File: config.mk
export PLATFORM = sky130hd
export DESIGN_NAME = fixed_point_alu_arbiter_flat
export DESIGN_NICKNAME = d
export VERILOG_FILES = /design/src/rtl/fixed_point_alu_arbiter_if.sv /design/src/rtl/fixed_point_alu_arbiter.sv /design/src/flat_wrapper.sv
export SDC_FILE = /design/constraint.sdc
export NUM_CORES = 1
export LEC_CHECK = 0
export CORE_UTILIZATION = 35
export DETAILED_ROUTE_END_ITERATION = 7
export DONT_BUFFER_PORTS = 1
export SLEW_MARGIN = 40
export SYNTH_ARGS = -nofsm -noshare
export SYNTH_HDL_FRONTEND = slang
export SYNTH_SLANG_ARGS = --single-unit
File: constraint.sdc
create_clock -name clk -period 3.03 [get_ports clk]
set_input_delay 0.1515 -clock clk [delete_from_list [all_inputs] [get_ports clk]]
set_output_delay 0.1515 -clock clk [all_outputs]
set_load 0.01 [all_outputs]
File: src/rtl/fixed_point_alu_arbiter_if.sv
// -----------------------------------------------------------------------------
// fixed_point_alu_arbiter_if
//   Bundle of client request/response signals and ALU sequencing signals
//   around the shared fixed-point ALU.
//
//   master modport : the arbiter (drives req_ready, resp_*, alu_start/op/a/b)
//   slave modport  : the environment (clients and ALU)
//
//   Client side : req_valid, req_ready, req_op, req_a, req_b,
//                 resp_valid, resp_result, resp_error
//   ALU side    : alu_start, alu_done, alu_op, alu_a, alu_b, alu_result
// -----------------------------------------------------------------------------
interface fixed_point_alu_arbiter_if #(
  parameter int REQUESTERS   = 2,
  parameter int NUMBER_WIDTH = 16
);
  logic [REQUESTERS-1:0]              req_valid;
  logic [REQUESTERS-1:0]              req_ready;
  logic [3*REQUESTERS-1:0]            req_op;
  logic [NUMBER_WIDTH*REQUESTERS-1:0] req_a;
  logic [NUMBER_WIDTH*REQUESTERS-1:0] req_b;
  logic [REQUESTERS-1:0]              resp_valid;
  logic [NUMBER_WIDTH-1:0]            resp_result;
  logic                               resp_error;
  logic                               alu_start;
  logic                               alu_done;
  logic [2:0]                         alu_op;
  logic [NUMBER_WIDTH-1:0]            alu_a;
  logic [NUMBER_WIDTH-1:0]            alu_b;
  logic [NUMBER_WIDTH-1:0]            alu_result;

  modport master (
    input  req_valid, req_op, req_a, req_b, alu_done, alu_result,
    output req_ready, resp_valid, resp_result, resp_error,
           alu_start, alu_op, alu_a, alu_b
  );

  modport slave (
    output req_valid, req_op, req_a, req_b, alu_done, alu_result,
    input  req_ready, resp_valid, resp_result, resp_error,
           alu_start, alu_op, alu_a, alu_b
  );
endinterface

File: src/rtl/fixed_point_alu_arbiter.sv
// -----------------------------------------------------------------------------
// fixed_point_alu_arbiter
//   Shares one fixed-point ALU between REQUESTERS clients. One client is
//   granted at a time in round-robin order; its op/a/b are registered onto the
//   ALU inputs, alu_start is pulsed, alu_done is awaited, and the result is
//   returned to the owning client with a one-cycle resp_valid pulse.
//
// Ports:
//   clk  : clock, all logic on posedge
//   rst  : asynchronous active-high reset (drops any in-flight operation)
//   bus  : fixed_point_alu_arbiter_if.master
//          req_valid/req_ready/req_op/req_a/req_b  client requests (one-hot ready)
//          resp_valid/resp_result/resp_error       response to owning client
//          alu_start/alu_op/alu_a/alu_b            registered ALU command
//          alu_done/alu_result                     ALU completion
//
// Optional feature (macro FIXED_POINT_ALU_ARBITER_TIMEOUT_EN):
//   When defined, WAIT gives up after TIMEOUT_CYCLES cycles without alu_done
//   and responds with resp_result=0, resp_error=1. When undefined, WAIT waits
//   indefinitely and resp_error is constant 0.
// -----------------------------------------------------------------------------
module fixed_point_alu_arbiter #(
  parameter int REQUESTERS            = 2,
  parameter int INTEGER_PART_WIDTH    = 8,
  parameter int FRACTIONAL_PART_WIDTH = 8,
  parameter int TIMEOUT_CYCLES        = 255
) (
  input  logic                          clk,
  input  logic                          rst,
  fixed_point_alu_arbiter_if.master     bus
);

  localparam int NUMBER_WIDTH = INTEGER_PART_WIDTH + FRACTIONAL_PART_WIDTH;
  localparam int PTR_W        = (REQUESTERS > 1) ? $clog2(REQUESTERS) : 1;
  localparam logic [REQUESTERS-1:0] ONE_HOT0 = REQUESTERS'(1);

  if (REQUESTERS < 1 || REQUESTERS > 8 || TIMEOUT_CYCLES < 1) begin : g_param_check
    $error("fixed_point_alu_arbiter: REQUESTERS must be 1..8 and TIMEOUT_CYCLES >= 1");
  end

  typedef enum logic [1:0] {IDLE, START, WAIT, RESPOND} state_t;

  state_t                  state;
  state_t                  state_nxt;
  logic [PTR_W-1:0]        rr_ptr;
  logic [PTR_W-1:0]        owner;
  logic [PTR_W-1:0]        winner;
  logic [PTR_W-1:0]        cand;
  logic                    found;
  int                      search_idx;

  logic                    accept;
  logic                    done_seen;
  logic                    timeout_hit;

  logic [2:0]              alu_op_r;
  logic [NUMBER_WIDTH-1:0] alu_a_r;
  logic [NUMBER_WIDTH-1:0] alu_b_r;
  logic [NUMBER_WIDTH-1:0] resp_result_r;

  // Round-robin search: first valid requester starting at rr_ptr, wrapping.
  always_comb begin
    found      = 1'b0;
    winner     = '0;
    cand       = '0;
    search_idx = 0;
    for (int k = 0; k < REQUESTERS; k++) begin
      search_idx = int'(rr_ptr) + k;
      if (search_idx >= REQUESTERS) search_idx = search_idx - REQUESTERS;
      cand = PTR_W'(search_idx);
      if (!found && bus.req_valid[cand]) begin
        found  = 1'b1;
        winner = cand;
      end
    end
  end

`ifdef FIXED_POINT_ALU_ARBITER_TIMEOUT_EN
  localparam int TO_W = $clog2(TIMEOUT_CYCLES + 1);
  logic [TO_W-1:0] to_cnt;
  logic            resp_error_r;

  // Counts completed WAIT cycles; the TIMEOUT_CYCLES-th WAIT cycle without
  // alu_done is the last one before RESPOND.
  assign timeout_hit = (state == WAIT) && !bus.alu_done &&
                       (to_cnt == TO_W'(TIMEOUT_CYCLES - 1));

  always_ff @(posedge clk or posedge rst) begin
    if (rst) begin
      to_cnt <= '0;
    end else if (state == START) begin
      to_cnt <= '0;
    end else if (state == WAIT) begin
      to_cnt <= to_cnt + TO_W'(1);
    end
  end

  always_ff @(posedge clk or posedge rst) begin
    if (rst) begin
      resp_error_r <= 1'b0;
    end else if (done_seen) begin
      resp_error_r <= 1'b0;
    end else if (timeout_hit) begin
      resp_error_r <= 1'b1;
    end
  end

  assign bus.resp_error = resp_error_r;
`else
  assign timeout_hit    = 1'b0;
  assign bus.resp_error = 1'b0;
`endif

  // FSM state register
  always_ff @(posedge clk or posedge rst) begin
    if (rst) begin
      state <= IDLE;
    end else begin
      state <= state_nxt;
    end
  end

  // FSM next state and handshake outputs
  always_comb begin
    state_nxt      = state;
    bus.req_ready  = '0;
    bus.alu_start  = 1'b0;
    bus.resp_valid = '0;
    accept         = 1'b0;
    done_seen      = 1'b0;
    unique case (state)
      IDLE: begin
        if (found) begin
          bus.req_ready = ONE_HOT0 << winner;
          accept        = 1'b1;
          state_nxt     = START;
        end
      end
      START: begin
        // Any alu_done seen here belongs to a stale operation and is ignored.
        bus.alu_start = 1'b1;
        state_nxt     = WAIT;
      end
      WAIT: begin
        if (bus.alu_done) begin
          done_seen = 1'b1;
          state_nxt = RESPOND;
        end else if (timeout_hit) begin
          state_nxt = RESPOND;
        end
      end
      RESPOND: begin
        bus.resp_valid = ONE_HOT0 << owner;
        state_nxt      = IDLE;
      end
      default: state_nxt = IDLE;
    endcase
  end

  // Grant bookkeeping and registered ALU command / response result
  always_ff @(posedge clk or posedge rst) begin
    if (rst) begin
      rr_ptr        <= '0;
      owner         <= '0;
      alu_op_r      <= '0;
      alu_a_r       <= '0;
      alu_b_r       <= '0;
      resp_result_r <= '0;
    end else begin
      if (accept) begin
        owner    <= winner;
        alu_op_r <= bus.req_op[int'(winner)*3 +: 3];
        alu_a_r  <= bus.req_a[int'(winner)*NUMBER_WIDTH +: NUMBER_WIDTH];
        alu_b_r  <= bus.req_b[int'(winner)*NUMBER_WIDTH +: NUMBER_WIDTH];
        if (int'(winner) == REQUESTERS - 1) begin
          rr_ptr <= '0;
        end else begin
          rr_ptr <= winner + PTR_W'(1);
        end
      end
      if (done_seen) begin
        resp_result_r <= bus.alu_result;
      end else if (timeout_hit) begin
        resp_result_r <= '0;
      end
    end
  end

  assign bus.alu_op      = alu_op_r;
  assign bus.alu_a       = alu_a_r;
  assign bus.alu_b       = alu_b_r;
  assign bus.resp_result = resp_result_r;

endmodule

File: src/flat_wrapper.sv
// flat-port wrapper written by rule: the top's interface ports become plain ports
module fixed_point_alu_arbiter_flat 
#(
  parameter int REQUESTERS            = 2,
  parameter int INTEGER_PART_WIDTH    = 8,
  parameter int FRACTIONAL_PART_WIDTH = 8,
  parameter int TIMEOUT_CYCLES        = 255
)
  (clk, rst, bus_req_valid, bus_req_op, bus_req_a, bus_req_b, bus_alu_done, bus_alu_result, bus_req_ready, bus_resp_valid, bus_resp_result, bus_resp_error, bus_alu_start, bus_alu_op, bus_alu_a, bus_alu_b);
  fixed_point_alu_arbiter_if #(.REQUESTERS(REQUESTERS), .NUMBER_WIDTH((16))) bus_i ();
  input  logic clk;
  input  logic rst;
  input wire logic [$bits(bus_i.req_valid)-1:0] bus_req_valid;
  input wire logic [$bits(bus_i.req_op)-1:0] bus_req_op;
  input wire logic [$bits(bus_i.req_a)-1:0] bus_req_a;
  input wire logic [$bits(bus_i.req_b)-1:0] bus_req_b;
  input wire logic [$bits(bus_i.alu_done)-1:0] bus_alu_done;
  input wire logic [$bits(bus_i.alu_result)-1:0] bus_alu_result;
  output wire logic [$bits(bus_i.req_ready)-1:0] bus_req_ready;
  output wire logic [$bits(bus_i.resp_valid)-1:0] bus_resp_valid;
  output wire logic [$bits(bus_i.resp_result)-1:0] bus_resp_result;
  output wire logic [$bits(bus_i.resp_error)-1:0] bus_resp_error;
  output wire logic [$bits(bus_i.alu_start)-1:0] bus_alu_start;
  output wire logic [$bits(bus_i.alu_op)-1:0] bus_alu_op;
  output wire logic [$bits(bus_i.alu_a)-1:0] bus_alu_a;
  output wire logic [$bits(bus_i.alu_b)-1:0] bus_alu_b;
  assign bus_i.req_valid = bus_req_valid;
  assign bus_i.req_op = bus_req_op;
  assign bus_i.req_a = bus_req_a;
  assign bus_i.req_b = bus_req_b;
  assign bus_i.alu_done = bus_alu_done;
  assign bus_i.alu_result = bus_alu_result;
  assign bus_req_ready = bus_i.req_ready;
  assign bus_resp_valid = bus_i.resp_valid;
  assign bus_resp_result = bus_i.resp_result;
  assign bus_resp_error = bus_i.resp_error;
  assign bus_alu_start = bus_i.alu_start;
  assign bus_alu_op = bus_i.alu_op;
  assign bus_alu_a = bus_i.alu_a;
  assign bus_alu_b = bus_i.alu_b;
  fixed_point_alu_arbiter #(.REQUESTERS(REQUESTERS), .INTEGER_PART_WIDTH(INTEGER_PART_WIDTH), .FRACTIONAL_PART_WIDTH(FRACTIONAL_PART_WIDTH), .TIMEOUT_CYCLES(TIMEOUT_CYCLES)) u_core (.clk(clk), .rst(rst), .bus(bus_i));
endmodule
## Word-level counts from Yosys, hierarchy flattened

Cells that the tools add are included.

| operators by class | value |
|---|---|
| reduce and logical (&&, ||, !) cells | 4 |
| $lt $le $gt $ge | 4 |
| multiplexer cells | 22 |
| multiply operators | 1 |
| divide/modulo/power cells | 0 |
| shifts and indexed selects | 5 |
| add/subtract/negate cells | 4 |
| bitwise gates (word level) | 0 |
| equal/unequal tests | 5 |

Operators by type and width:

| kind | count |
|---|---|
| 32-bit by 6-bit variable part select with 16-bit output | 2 |
| 6-bit by 32-bit variable part select with 3-bit output | 1 |
| 1-bit two-way mux | 16 |
| 2-bit two-way mux | 5 |
| 2-bit case mux with 4 select lines | 1 |
| 2-bit equality test (second input constant) | 2 |
| 1-bit by 2-bit < comparator with 1-bit output (second input constant) | 2 |
| 1-bit by 1-bit << shifter with 2-bit output (first input constant) | 2 |
| 1-bit by 2-bit multiplier with 3-bit output (second input constant) | 1 |
| 1-bit by 1-bit adder with 2-bit output (second input constant) | 1 |
| 2-bit by 1-bit equality test with 1-bit output (second input constant) | 1 |
| 1-bit by 2-bit >= comparator with 1-bit output (second input constant) | 1 |
| 2-bit >= comparator (second input constant) | 1 |
| 2-bit logical NOT | 1 |
| 2-bit by 1-bit inequality test with 1-bit output (second input constant) | 1 |
| 2-bit inequality test (second input constant) | 1 |
| 2-bit AND reduction | 1 |
| 1-bit subtractor (second input constant) | 2 |
| 1-bit adder (second input constant) | 1 |
| 1-bit logical AND | 1 |
| 1-bit logical NOT | 1 |

| storage, ports and cells | value |
|---|---|
| output and inout port bits | 57 |
| ROM bits | 0 |
| input bits | 91 |
| RAM bits | 0 |
| logic and storage cells | 52 |
| latch bits | 0 |
| register bits after elaboration | 55 |
| memories kept | 0 |

## Longest topological paths before layout

Gate-level depths: netlist of run 1.

| logic depth | value |
|---|---|
| depth in word-level cells | 11 |
| depth in mapped cells | 8 |

## Worst setup path after synthesis of run 1

No wires, ideal clock.

| timing path | value |
|---|---|
| path type | register to register |
| start point | register u_core.state[0] |
| end point | register u_core.resp_result_r[0] (netlist: u_core.bus.resp_result[0]) |
| setup slack | 1.483 ns |
| cell stages (with the launch flop) | 6 |
| path buffers | 1 |
| data arrival time | 1.423 ns |
| setup time | 0.125 ns |
| clock period less this slack | 1.547 ns |
| cells stage by stage | dfrtp_1 inv_1 ha_1 nand2_1 buf_2 mux2_2 |

| on the way | value |
|---|---|
| word-level cells in the longest chain between the ends | 2 |

RTL lines:

| item | RTL line | source |
|---|---|---|
| start: declaration | fixed_point_alu_arbiter.sv:43 | `state_t state;` |
| start signal: assignment | fixed_point_alu_arbiter.sv:119 | `state <= state_nxt;` |
| 2-bit equality test | fixed_point_alu_arbiter.sv:131 | `unique case (state)` |
| 1-bit two-way mux | fixed_point_alu_arbiter.sv:131 |  |
| end signal: assignment | fixed_point_alu_arbiter.sv:182 | `resp_result_r <= bus.alu_result;` |
| end: declaration | fixed_point_alu_arbiter.sv:59 | `logic [NUMBER_WIDTH-1:0] resp_result_r;` |

Every way passes these cells.
A chain may end at the register's enable or synchronous reset.

## Worst setup path in the final report of run 1

| timing path | value |
|---|---|
| start point | register u_core.state[0] |
| end point | register u_core.alu_a_r[10] (netlist: u_core.bus.alu_a[10]) |

| on the way | value |
|---|---|
| word-level cells in the longest chain between the ends | 2 |

RTL lines:

| item | RTL line | source |
|---|---|---|
| 2-bit logical NOT | fixed_point_alu_arbiter.sv:131 |  |
| 1-bit two-way mux | fixed_point_alu_arbiter.sv:131 |  |
| end signal: assignment | fixed_point_alu_arbiter.sv:173 | `alu_a_r <= bus.req_a[int'(winner)*NUMBER_WIDTH +: NUMBER_WIDTH];` |
| end: declaration | fixed_point_alu_arbiter.sv:57 | `logic [NUMBER_WIDTH-1:0] alu_a_r;` |

Every way passes these cells.

==> results of run 1 <==
==> path summary, 6_finish.rpt <==
path | from | endpoint | depth (start not counted)
setup / recovery | u_core.state[0]$_DFFE_PP0P_ | u_core.bus.alu_a[10]$_DFFE_PP0P_ | 7
hold / removal | bus_req_b[2] | u_core.bus.alu_b[2]$_DFFE_PP0P_ | 2
setup reg to reg | u_core.state[0]$_DFFE_PP0P_ | u_core.bus.alu_a[10]$_DFFE_PP0P_ | 7
hold reg to reg | u_core.rr_ptr$_DFFE_PP0P_ | u_core.rr_ptr$_DFFE_PP0P_ | 2
max in group asynchronous | rst | u_core.bus.alu_a[12]$_DFFE_PP0P_ | 3
min in group asynchronous | rst | u_core.bus.resp_result[15]$_DFFE_PP0P_ | 2
==> cell type report <==
type | instances | share of cell area
Multi-Input combinational cell | 158 | 0.317
Tap cell | 96 | 0.0367
Clock inverter | 3 | 0.00612
Inverter | 5 | 0.00612
Sequential cell | 55 | 0.420
Clock buffer | 5 | 0.0210
Timing Repair Buffer | 64 | 0.193
==> kinds of logic after synthesis <==
family | after synthesis | share of synthesized area
DFF | 55 | 0.540
AOI/OAI and AO/OA | 91 | 0.216
adders and majority gates | 5 | 0.0245
muxes | 17 | 0.0751
and+or+nand+nor | 44 | 0.0839
other | 1 | 0.00147
buffers and inverters | 26 | 0.0594
==> where the power goes <==
part | leakage, nW | internal [mW] | switching [mW]
sequential | 0.639 | 1.11 | 0.423
combinational | 0.667 | 0.592 | 0.546
clock | 0.0402 | 0.161 | 0.239
total | 1.35 | 1.86 | 1.21
==> critical path: cells and delay by family (launching register included) <==
family / cells / cell delay (ps)
buf+inv: 3 / 880
fa+ha+maj: 1 / 250
compound gates: 3 / 700
flops: 1 / 410
==> synth_stat cells (5+ instances only) <==
cell and number:
a221o_1 10, o21ai_0 25, mux2_2 17, a21oi_1 27
and2_1 11, ha_1 5, a31oi_1 25, inv_1 5
clkbuf_1 6, nor2_1 27, dfrtp_1 55, buf_4 7
==> through the flow <==
step	cells	instance area [µm²]	setup slack, ps	util	hold WS (ps)
after floorplan	239	2550	1480	-	296
after global placement	318	2570	989	0.372	239
after detailed placement	318	2570	1080	0.373	254
after CTS	386	3260	528	0.473	10.3
after global routing	386	3270	519	0.474	25.8
final	386	3270	669	0.474	34.4
==> cell usage in the layout, fill, tap and decap left out, drive strengths merged <==
master / Yosys / layout
a21o: 1 / 1
a21oi: 27 / 27
a221o: 10 / 10
a31oi: 25 / 25
and2: 11 / 11
and2b: 1 / 1
buf: 15 / 4
clkbuf: 6 / 5
clkinv: 0 / 2
clkinvlp: 0 / 2
conb: 1 / 1
dfrtp: 55 / 55
dlygate4sd3: 0 / 60
ha: 5 / 5
inv: 5 / 4
mux2: 17 / 17
nand2: 1 / 1
nand2b: 1 / 1
nor2: 27 / 27
nor2b: 1 / 1
nor3: 1 / 1
nor3b: 1 / 1
o21a: 1 / 1
o21ai: 26 / 26
o32a: 1 / 1
==> sequential cells by signal (all words and copies together), names as in the netlist <==
name / count
u_core.bus.alu_a: 16
u_core.bus.alu_b: 16
u_core.bus.resp_result: 16
u_core.bus.alu_op: 3
u_core.state: 2
u_core.owner: 1
u_core.rr_ptr: 1
==> what timing repair did <==
item                      4_1_cts  5_1_grt
hold endpoints to repair       87        0
setup buffers                   0        0
hold buffers                   60        0
==> layer usage <==
layer,share of wire,up-vias,wire [µm]
met4,0.016,0,110
met1,0.38,1027,2600
met2,0.51,129,3420
li1,-,949,-
met5,0,-,0
met3,0.093,11,630
==> results.yml, run 1 <==
synth:
  ys.flop_type: "dfrtp_1"
  yosysSeqAreaShare: 0.540
  async_reset_ff_frac: 1.00
  ys_warn_count: 0
  post-synth-top-area-cell: "dfrtp_1"
  netlist_area_um2: 2550
  ys_types: 26
  synth_area_leaders: "dfrtp_1, mux2_2, a31oi_1"
  syn-num-nets: 335
  syn_area_per_cell_um2: 10.7
  synth_top_area_share: 0.540
  syn_inst: 239
  ys_ff_latch: 55
  synth-edff-count: 0
drt:
  vias: 2116
  ant_nets: 0
  wl_um: 6760
  viasPerCell: 5.48
  wl_per_cell_um: 17.5
  dr.pass1.iters: 5
  first_iter_violations: 96
  drcViolationCount: 0
floorplanning:
  die-area_um2: 7630
  io_pins: 148
  core.rowCount: 30
  die_w_um: 87.4
  core_area_um2: 6910
  die_y_um: 87.4
  start_util: 0.369
timing:
  slew_viol_final: 0
  period_share: 0.779
  totalNegativeSetupSlack_ps: 0
  hold_viol: 0
  tightest_slew_ps: 786
  rsz0062_at_grt: "false"
  fin_crit_ps: 2360
  setup_violations: 0
  fin_skew_ps: 7.59
  slew_headroom: 0.475
  maxClockFrequency_mhz: 424
global_routing:
  grt_pass1_vias: 2058
  grt_use_met1: 0.195
  use_met3: 0.0483
  grtUsageTotal: 0.174
  busiest_layer: "met2"
  grt_pass1_wl_um: 9950
  met2_usage: 0.317
  antenna_found_initial: 0
  grt_start_max_net_pins: 40
  grt_overflow: 0
clock_tree:
  cts-root-buf: "clkbuf_8"
  cts_buffer_depth: 2
  cts_sinks: 55
  clk_pin_slew_ps: 100
  cts_tree: "built"
  insertion_delay_ps: 300
  cts_resized: 0
  numCtsBuffers: 5
  h-tree-depth: 2
cells_and_area:
  nets: 385
  area_growth_pct: 28.4
  multiInputGateArea_um2: 1040
  layout-drive-gt1-share: 0.117
  fill_cells: 654
  antenna_cells: 0
  seq_area_um2: 1380
hold_path:
  hp-class: "in -> reg"
setup_path:
  worstPathArrival_ps: 2560
  cp.required_ps: 3230
  critPathLaunchType: "flop"
  r2r_slack_ps: 670
  crit_path_max_fanout: 20
  path_cells: "inv_1 -> ha_1 -> o21ai_4 -> a21oi_1 -> buf_4 -> a221o_1 -> dlygate4sd3_1"
  slowest_stage: "dlygate4sd3_1"
  slowest_delay_ps: 560
  path_class: "reg -> reg"
  cp-end-kind: "flop"
run:
  maxCapViolations: 0
placement:
  gp_congestion: 0.680
  hpwl_um: 4280
  port_buffers: 0
pwr:
  finalPower_mw: 3.07
  power.density_nw_per_um2: 938
  vdd_drop_max_uv: 388
  leakagePower_nw: 1.35
status:
  status: "finished clean"
No activity file was read; power rests on OpenSTA's default activity.
==> inputs of run 2 (changes only) <==
==> constraint.sdc (replaced) <==
create_clock -name clk -period 2.4 [get_ports clk]
set_input_delay 0.12 -clock clk [delete_from_list [all_inputs] [get_ports clk]]
set_output_delay 0.12 -clock clk [all_outputs]
set_load 0.01 [all_outputs]
==> results.yml, run 2 (synthesis gave the netlist of run 1 again) <==
cells_and_area:
  final_common_cell: "dlygate4sd3_1"
  antenna_cells: 0
  nets: 393
  final_cells: 394
  utilization: 0.489
  finalInstanceArea_um2: 3370
  final_cell_mix: "dlygate4sd3_1, dfrtp_1, nor2_1"
  seq_area_um2: 1380
  layout-drive-gt1-share: 0.138
  fill_cells: 646
  multiInputGateArea_um2: 1030
  area_growth_pct: 32.3
placement:
  gp_congestion: 0.664
  place_area_um2: 2610
  dpl.cell_count: 323
  hpwl_um: 4240
  port_buffers: 0
timing:
  tightest_slew_ps: 701
  period_share: 0.950
  fin_skew_ps: 2.72
  slew_headroom: 0.531
  hold_viol: 0
  fin_crit_ps: 2280
  rsz0062_at_grt: "false"
  setup_violations: 0
  slew_viol_final: 0
  totalNegativeSetupSlack_ps: 0
  maxClockFrequency_mhz: 439
global_routing:
  grt_start_max_net_pins: 31
  grt_pass1_vias: 2116
  grt_pass1_wl_um: 10300
  grt_overflow: 0
  antenna_found_initial: 0
  grtUsageTotal: 0.178
pwr:
  leakagePower_nw: 1.41
  vdd_drop_max_uv: 463
  power.density_nw_per_um2: 1230
run:
  maxCapViolations: 0
floorplanning:
  core.rowCount: 30
  die_y_um: 87.4
  die_w_um: 87.4
  start_util: 0.369
  core_area_um2: 6910
  io_pins: 148
  die-area_um2: 7630
drt:
  dr.pass1.iters: 4
  ant_nets: 0
  vias: 2124
  first_iter_violations: 93
  viasPerCell: 5.39
  wl_um: 6970
  drcViolationCount: 0
  wl_per_cell_um: 17.7
clock_tree:
  insertion_delay_ps: 300
  cts-root-buf: "clkbuf_8"
  clk_pin_slew_ps: 100
  cts_tree: "built"
  cts_sinks: 55
  h-tree-depth: 2
  numCtsBuffers: 5
  cts_buffer_depth: 2
setup_path:
  path_class: "reg -> reg"
  cp-end-kind: "flop"
  cp.required_ps: 2590
  crit_path_max_fanout: 13
  critPathLaunchType: "flop"
  worstPathArrival_ps: 2470
status:
  status: "finished clean"
hold_path:
  hp-class: "in -> reg"
## run 2: final timing paths
kind                                             start                               endpoint  slack [ps]  cells after the start
max in group asynchronous                          rst       u_core.bus.alu_op[1]$_DFFE_PP0P_        1480                      3
hold / removal                            bus_req_b[0]        u_core.bus.alu_b[0]$_DFFE_PP0P_          20                      2
setup / recovery           u_core.state[0]$_DFFE_PP0P_        u_core.bus.alu_a[7]$_DFFE_PP0P_         120                      8
hold reg to reg              u_core.rr_ptr$_DFFE_PP0P_              u_core.rr_ptr$_DFFE_PP0P_         530                      2
min in group asynchronous                          rst  u_core.bus.resp_result[6]$_DFFE_PP0P_         290                      2
setup reg to reg           u_core.state[0]$_DFFE_PP0P_        u_core.bus.alu_a[7]$_DFFE_PP0P_         120                      8
## run 2: layout make-up
cell class,count,share of cell area
sequential,55,0.408
multi-input combinational,158,0.304
timing repair buffer,72,0.207
tap,96,0.0356
clock buffer,5,0.0204
clock inverter,3,0.0200
inverter,5,0.00556
## run 2: report_power, final
group | internal [mW] | switching (mW)
combinational | 0.787 | 0.707
clock | 0.416 | 0.300
sequential | 1.40 | 0.527
total | 2.60 | 1.53
## run 2: repair_timing
action | CTS | global route
hold buffers | 61 | 0
endpoints found under the setup margin | 0 | 10
endpoints found under the hold margin | 72 | 0
gates resized for setup | 0 | 2
buffers inserted | 0 | 2
## run 2: stage by stage
step | power (mW) | hold WS, ps | setup slack (ps)
6_report | 4.13 | 24.8 | 120
5_1_grt | 4.43 | 10.4 | 3.34
4_1_cts | 4.11 | 13.6 | 39.3
3_5_place_dp | 3.18 | 66.7 | 604
3_3_place_gp | 3.13 | 62.7 | 675
2_1_floorplan | 2.92 | 265 | 853
## run 2: critical path: stages, from the launching register on
cell and delay [ps]:
dfrtp_1 410, inv_1 100, ha_1 240, o21ai_2 110
buf_6 150, nor3_2 40, buf_4 200, a221o_1 360
dlygate4sd3_1 560
## run 2: routing by layer
metal / global-route usage / routed length, µm
met3: 0.0531 / 527
met2: 0.331 / 3590
met4: 0.0522 / 109
met1: 0.195 / 2750
met5: 0 / 0
==> inputs of run 3 (changes only) <==
--- a/config.mk
+++ b/config.mk
@@ -5,7 +5,7 @@
 export SDC_FILE = /design/constraint.sdc
 export NUM_CORES = 1
 export LEC_CHECK = 0
-export CORE_UTILIZATION = 35
+export CORE_UTILIZATION = 49
 export DETAILED_ROUTE_END_ITERATION = 7
 export DONT_BUFFER_PORTS = 1
 export SLEW_MARGIN = 40
==> results.yml, run 3 (synthesis gave the netlist of run 1 again) <==
status:
  status: "finished clean"
drt:
  dr_wl_met2_um: 3580
  wl_met3_um: 614
  dr.pass1.iters: 5
  ant_nets: 0
  wl_per_cell_um: 18.7
  wl_um: 6740
  wl_met1_um: 2450
  routed.top_layer: "met4"
  viasPerCell: 5.88
  vias: 2124
  drcViolationCount: 0
  first_iter_violations: 157
timing:
  maxClockFrequency_mhz: 488
  hold_viol: 0
  rsz0062_at_grt: "false"
  totalNegativeSetupSlack_ps: 0
  setup_violations: 0
  slew_headroom: 0.554
  slew_viol_final: 0
  fin_skew_ps: 5.98
  worst_slack_ps: 352
  period_share: 0.853
  fin_crit_ps: 2050
  tightest_slew_ps: 670
global_routing:
  grt_overflow: 0
  grt_start_max_net_pins: 56
  grt_pass1_wl_um: 9830
  antenna_found_initial: 0
  grtUsageTotal: 0.240
  grt_pass1_vias: 2152
hold_path:
  min_path_cells: 2
  hp-class: "in -> reg"
  min_from: "bus_req_valid[1]"
  min_to: "u_core.bus.alu_b[11]$_DFFE_PP0P_"
setup_path:
  critPathLaunchType: "flop"
  timing.rr.end: "u_core.bus.alu_a[6]$_DFFE_PP0P_"
  path_cells: "inv_1 -> ha_1 -> o21ai_2 -> nor3_2 -> buf_4"
  slowest_delay_ps: 430
  crit_path_max_fanout: 16
  path_class: "reg -> out"
  worstPathArrival_ps: 1930
  reg2reg_depth: 6
  cp-end-kind: "output pin"
  cp.buffers_inverters: 2
  crit_family: "flip-flops"
  slowest_stage: "dfrtp_1"
  reg2reg_from: "u_core.state[0]$_DFFE_PP0P_"
  r2r_slack_ps: 530
  cp.required_ps: 2280
floorplanning:
  io_pins: 148
  die-area_um2: 5500
  die_w_um: 74.1
  die_y_um: 74.1
  start_util: 0.523
  core_area_um2: 4880
  core.rowCount: 25
placement:
  pre_cts_ws_ps: 535
  gp_congestion: 0.704
  hpwl_um: 4050
  port_buffers: 0
clock_tree:
  numCtsBuffers: 5
  h-tree-depth: 2
  cts_tree: "built"
  cts-root-buf: "clkbuf_8"
  insertion_delay_ps: 300
  cts_sinks: 55
  clk_pin_slew_ps: 100
  cts_buffer_depth: 2
cells_and_area:
  fill_cells: 368
  antenna_cells: 0
  final_common_cell: "dlygate4sd3_1"
  nets: 389
  layout-drive-gt1-share: 0.119
  final_cell_mix: "dlygate4sd3_1, dfrtp_1, a21oi_1, nor2_1"
  area_growth_pct: 29.6
run:
  maxCapViolations: 0
pwr:
  finalPower_mw: 3.94
  vdd_drop_max_uv: 652
  leakagePower_nw: 1.38
  power.density_nw_per_um2: 1190
## run 3: layout make-up
cell class / instances / area, µm² / share of cell area
Clock buffer: 5 / 68.8 / 0.0208
Tap cell: 67 / 83.8 / 0.0254
Multi-Input combinational cell: 158 / 1020 / 0.309
Timing Repair Buffer: 68 / 666 / 0.201
Inverter: 5 / 21.3 / 0.00643
Clock inverter: 3 / 67.6 / 0.0204
Sequential cell: 55 / 1380 / 0.416
## run 3: how the worst max path moves through the flow
stage,start,to,slack [ps],cells past startpoint
3_3_place_gp,u_core.state[0]$_DFFE_PP0P_,u_core.bus.alu_a[6]$_DFFE_PP0P_,640,6
2_1_floorplan,u_core.state[0]$_DFFE_PP0P_,u_core.bus.resp_result[0]$_DFFE_PP0P_,850,5
3_5_place_dp,u_core.state[0]$_DFFE_PP0P_,u_core.bus.alu_b[15]$_DFFE_PP0P_,530,6
6_report,u_core.state[0]$_DFFE_PP0P_,bus_req_ready[1],350,5
4_1_cts,u_core.state[0]$_DFFE_PP0P_,bus_req_ready[1],350,5
5_1_grt,u_core.state[0]$_DFFE_PP0P_,bus_req_ready[1],190,5
## run 3: metal layers
layer  vias up  global-route usage
met5         -                   0
met2       122               0.448
met4         0              0.0897
met3         9              0.0691
met1      1032               0.255
li1        961                   -
## run 3: timing repair
action / 4_1_cts / 5_1_grt
hold endpoints to repair: 106 / 0
buffers inserted: 0 / 0
hold buffers: 62 / 0
resized for setup: 0 / 0
## run 3: through the flow
stage	hold WS, ps	instance area [µm²]	util	std cells
2_1_floorplan	265	2550	-	239
3_3_place_gp	267	2550	0.522	291
3_5_place_dp	147	2550	0.522	291
4_1_cts	23.8	3310	0.677	361
5_1_grt	37.8	3310	0.677	361
6_report	37.0	3310	0.677	361
## run 3: where the power goes
part	internal, mW	switching, mW
clock network	0.416	0.298
registers	1.40	0.531
logic	0.635	0.664
total	2.45	1.49
